--- config.mk ---
export PLATFORM = sky130hd
export DESIGN_NAME = gb_frame_sequencer
export DESIGN_NICKNAME = d
export VERILOG_FILES = /design/src/rtl/gb_frame_sequencer.sv
export SDC_FILE = /design/constraint.sdc
export NUM_CORES = 1
export LEC_CHECK = 0
export CORE_MARGIN = 2
export CORE_UTILIZATION = 55
export CTS_BUF_LIST = sky130_fd_sc_hd__clkbuf_8
export CTS_CLUSTER_SIZE = 16
export DETAILED_ROUTE_END_ITERATION = 10
export PLACE_DENSITY = 0.8
export SETUP_SLACK_MARGIN = 0.02
export SYNTH_ARGS = -nofsm -noshare
export SYNTH_HDL_FRONTEND = slang
export SYNTH_SLANG_ARGS = --single-unit
export TNS_END_PERCENT = 10
--- constraint.sdc ---
create_clock -name clk -period 2.1 [get_ports clk]
set_clock_uncertainty 0.05 [all_clocks]
set_input_delay 0.525 -clock clk [delete_from_list [all_inputs] [get_ports clk]]
set_output_delay 0.525 -clock clk [all_outputs]
set_load 0.01 [all_outputs]
--- src/rtl/gb_frame_sequencer.sv ---
// APU frame sequencer: divides the system clock to the 512 Hz frame tick, steps the
// 8-step length/sweep/envelope schedule, and stretches channel triggers into 2-cycle starts.
module gb_frame_sequencer #(
  parameter int TICK_DIVIDER = 8192
) (
  input  logic       clk,
  input  logic       rst_n,
  input  logic       apu_enable,
  input  logic       div_reset,
  input  logic [3:0] trigger,
  output logic       clk_length_ctr,
  output logic       clk_sweep,
  output logic       clk_vol_env,
  output logic [3:0] start,
  output logic [2:0] frame_step,
  output logic       length_clk_next
);

  localparam int PW = $clog2(TICK_DIVIDER);
  localparam logic [PW-1:0] PRESC_LAST = PW'(TICK_DIVIDER - 1);
  localparam logic [PW-1:0] PRESC_HALF = PW'(TICK_DIVIDER / 2);

  typedef enum logic [2:0] {
    STEP0 = 3'd0, STEP1 = 3'd1, STEP2 = 3'd2, STEP3 = 3'd3,
    STEP4 = 3'd4, STEP5 = 3'd5, STEP6 = 3'd6, STEP7 = 3'd7
  } step_e;

  logic [PW-1:0]   prescaler_q, prescaler_d;
  step_e           step_q, step_d;
  logic            len_q, len_d;
  logic            sweep_q, sweep_d;
  logic            env_q, env_d;
  logic [3:0][1:0] cnt_q, cnt_d;
  logic [3:0]      start_q, start_d;
  logic            natural_tick;
  logic            div_tick;
  logic            tick;

  // A DIV write only produces a tick when it drops DIV's frame bit from 1 to 0,
  // i.e. when the prescaler is in its upper half; a coincident natural tick stays single.
  always_comb begin
    natural_tick = (prescaler_q == PRESC_LAST);
    div_tick     = div_reset && (prescaler_q >= PRESC_HALF);
    tick         = apu_enable && (natural_tick || div_tick);

    prescaler_d = prescaler_q + PW'(1);
    if (!apu_enable || div_reset || natural_tick) begin
      prescaler_d = '0;
    end

    step_d = step_q;
    if (!apu_enable) begin
      step_d = STEP0;
    end else if (tick) begin
      step_d = step_e'(step_q + 3'd1);
    end

    len_d   = tick && !step_q[0];
    sweep_d = tick && ((step_q == STEP2) || (step_q == STEP6));
    env_d   = tick && (step_q == STEP7);

    for (int i = 0; i < 4; i++) begin
      cnt_d[i] = cnt_q[i];
      if (!apu_enable) begin
        cnt_d[i] = 2'd0;
      end else if (trigger[i]) begin
        cnt_d[i] = 2'd2;
      end else if (cnt_q[i] != 2'd0) begin
        cnt_d[i] = cnt_q[i] - 2'd1;
      end
      start_d[i] = (cnt_d[i] != 2'd0);
    end
  end

  always_ff @(posedge clk or negedge rst_n) begin
    if (!rst_n) begin
      prescaler_q <= '0;
      step_q      <= STEP0;
      len_q       <= 1'b0;
      sweep_q     <= 1'b0;
      env_q       <= 1'b0;
      cnt_q       <= '0;
      start_q     <= 4'd0;
    end else begin
      prescaler_q <= prescaler_d;
      step_q      <= step_d;
      len_q       <= len_d;
      sweep_q     <= sweep_d;
      env_q       <= env_d;
      cnt_q       <= cnt_d;
      start_q     <= start_d;
    end
  end

  assign clk_length_ctr  = len_q;
  assign clk_sweep       = sweep_q;
  assign clk_vol_env     = env_q;
  assign start           = start_q;
  assign frame_step      = step_q;
  // Lengths are clocked on even steps, so the next tick clocks length when the step is even.
  assign length_clk_next = ~step_q[0];

endmodule

==> results.toml <==
[sta]
holdWs_ns = 0.415
relSlewSlack = 0.741
hold_viol_final = 0
rsz0062_at_grt = "no"
tns_ns = 0
min_period_over_period = 0.926
maxSlewViolCount = 0
max_freq_mhz = 514
min_period_ns = 1.95
worst_pin_slew_ns = 0.389
setup_viol = 0

[yosys]
synth_mux_area_frac = 0.0223
synth_top_family_by_area = "simple AND/OR/NAND/NOR gates"
yosysWarnings = 0
synth.distinct_cells = 29
synth.largest_area_cell = "dfrtp_1"
synth_top_area_share = 0.575
synthSimpleGateAreaFrac = 0.212
synth_cells = 120
synthAdderAreaFrac = 0.0371
synth-edff-count = 0
synthXorXnorAreaFrac = 0.0195
synth_seq_cells = 31
synth-compound-area-share = 0.115
syn-cell-area_sq_um = 1350
synth_fp_nets = 132
async_flop_share = 1.00
ys_top_cells_by_area = "dfrtp_1, and3_1, ha_1"
syn_area_per_cell_sq_um = 11.2
seq_area_frac_synth = 0.575
synth_top_flop_cell = "dfrtp_1"

[detailed_routing]
first_pass_iters = 4
via_per_inst = 5.81
post-route-drc-count = 0
drt_iter0_drc = 18
wire_per_inst_microns = 15.8
vias = 1011
ant_nets = 0
drt-total-wl_microns = 2750

[setup_path]
r2r_start = "prescaler_q[0]"
cp.buffers_inverters = 2
r2r_slack_ns = 0.40
worstPathCellList = "inv_1 > clkdlybuf4s50_1"
critPathLaunchType = "flop"
cp.arrival_ns = 1.37
timing.rr.end = "prescaler_q[9]"
cp_top_family = "buffers and inverters"
slowest_stage = "clkdlybuf4s50_1"
crit_cells = 2
critPathMaxStageDelay_ns = 0.55
required_ns = 1.52
critPathMaxFanout = 4
end_kind = "primary output"
rr_worst_depth = 5
worstSetupPathType = "flop to primary output"

[cts]
cts.clk_slew.worst_paths_ns = 0.06
cts.sinks = 31
cts_resized = 0
clockRootBuffer = "clkbuf_8"
clock_path_buffers = 2
cts_made_buffers = 5
postCtsSetupBuffers = 0
clk_latency_ns = 0.28
cts_tree = "built"
htreeDepth = 2
ctsHoldBuffers = 0

[die]
num_io_pins = 19
core.rowCount = 17
initial_core_util = 0.593
die_y_microns = 53.5
core_sq_um = 2280
dieWidth_microns = 53.5
die_area_sq_um = 2860

[global_route]
grt_max_degree = 32
gr-usage-met3 = 0.0734
grt.overflow.total = 0
grt_first_pass_wirelength_microns = 4570
antenna_found_initial = 0
grt_pass1_vias = 1050
use_met1 = 0.273
grt_usage = 0.236
grtUsageMet2 = 0.372
busiest_layer = "met2"

[cells_and_area]
final_common_cell = "dfrtp_1"
antenna_cells = 0
synthToLayoutAreaGrowth_pct = 24.8
finalInstanceArea_sq_um = 1680
fin_nets = 158
fin_util = 0.739
drive_above_1_share = 0.110
final_cells = 174
layout_common_cells = "dfrtp_1, clkdlybuf4s50_1, nor2_1"

[flow_run]
max-cap-violations = 0

[hold_path]
hold_depth = 1
worstHoldStart = "prescaler_q[0]"
min_to = "prescaler_q[0]"
hp-class = "flop to flop"

[placement]
place_area_sq_um = 1580
numPortBuffers = 18
hpwl_microns = 1920
dp.cells = 167
gp_congestion = 0.711

[power_and_ir_drop]
peakVddDrop_mv = 0.684
leakagePower_nw = 0.773
powerDensity_nw_per_um2 = 737

[run_status]
outcome = "finished, final reports clean"
-- power breakdown --
group | total [W] | internal, W | switching (W)
Clock | 0.000557 | 0.000342 | 0.000215
Sequential | 0.000614 | 0.000609 | 0.00000492
Combinational | 0.0000695 | 0.0000343 | 0.0000352
Total | 0.00124 | 0.000986 | 0.000255
-- sequential cells by signal, summed over array words and instances, names as in the netlist --
signal / cells
clk_vol_env: 1
prescaler_q: 13
clk_length_ctr: 1
frame_step: 3
cnt_q: 8
start: 4
clk_sweep: 1
-- final cells by class --
| class | instances | area [sq um] |
|---|---|---|
| well taps | 28 | 35.0 |
| inverters | 3 | 11.3 |
| repair buffers | 22 | 210 |
| fillers | 164 | 593 |
| clock buffers | 5 | 68.8 |
| flip-flops and latches | 31 | 776 |
| multi-input cells | 83 | 548 |
| clock inverters | 2 | 33.8 |
-- per-layer routing --
layer	share of wire	vias to the layer above
met5	0	-
met4	0.026	0
met3	0.047	8
met2	0.49	30
met1	0.44	494
li1	-	479
-- worst max-delay path by stage --
stage,start,endpoint
after floorplan,prescaler_q[0],prescaler_q[2]
after CTS,frame_step[0],length_clk_next
final,frame_step[0],length_clk_next
after global placement,apu_enable,prescaler_q[7]
after detailed placement,div_reset,frame_step[0]
after global routing,frame_step[0],length_clk_next
-- synth_stat cells (2+ instances only) --
cell type and number:
a21oi_2 2, nand3_1 4, nor2b_1 5, ha_1 4, dfrtp_1 31, a21oi_1 6, nand4_1 2, o31ai_1 3
mux2i_1 3, or3_1 5, nand2_1 9, and3_1 8, buf_2 2, o21a_1 4, or4_4 2, inv_1 3
o21ai_0 4, nor2_1 10, xor2_1 2, and2_1 2
-- kinds of logic after synthesis --
group                      after synthesis
buffers and inverters                    6
muxes                                    3
and+or+nand+nor                         51
DFF                                     31
AOI/OAI and AO/OA                       22
xor gates and xnor gates                 3
adders and majority gates                4
-- through the flow --
stage                     setup slack [ns]  power, W
after floorplan                      0.475  0.000648
after global placement               0.361  0.000693
after detailed placement             0.340  0.000696
after CTS                            0.153   0.00125
after global routing                 0.102   0.00128
final                                0.155   0.00124
-- worst reg2reg max path, delay by kind of cell, from the launching register on --
family | cells | cell delay [ns]
DFF | 1 | 0.37
buffers and inverters | 1 | 0.24
AOI/OAI and AO/OA | 2 | 0.45
and+or+nand+nor | 1 | 0.22
adders and majority gates | 1 | 0.25
Note: power is estimated with default switching activity, not from simulation.
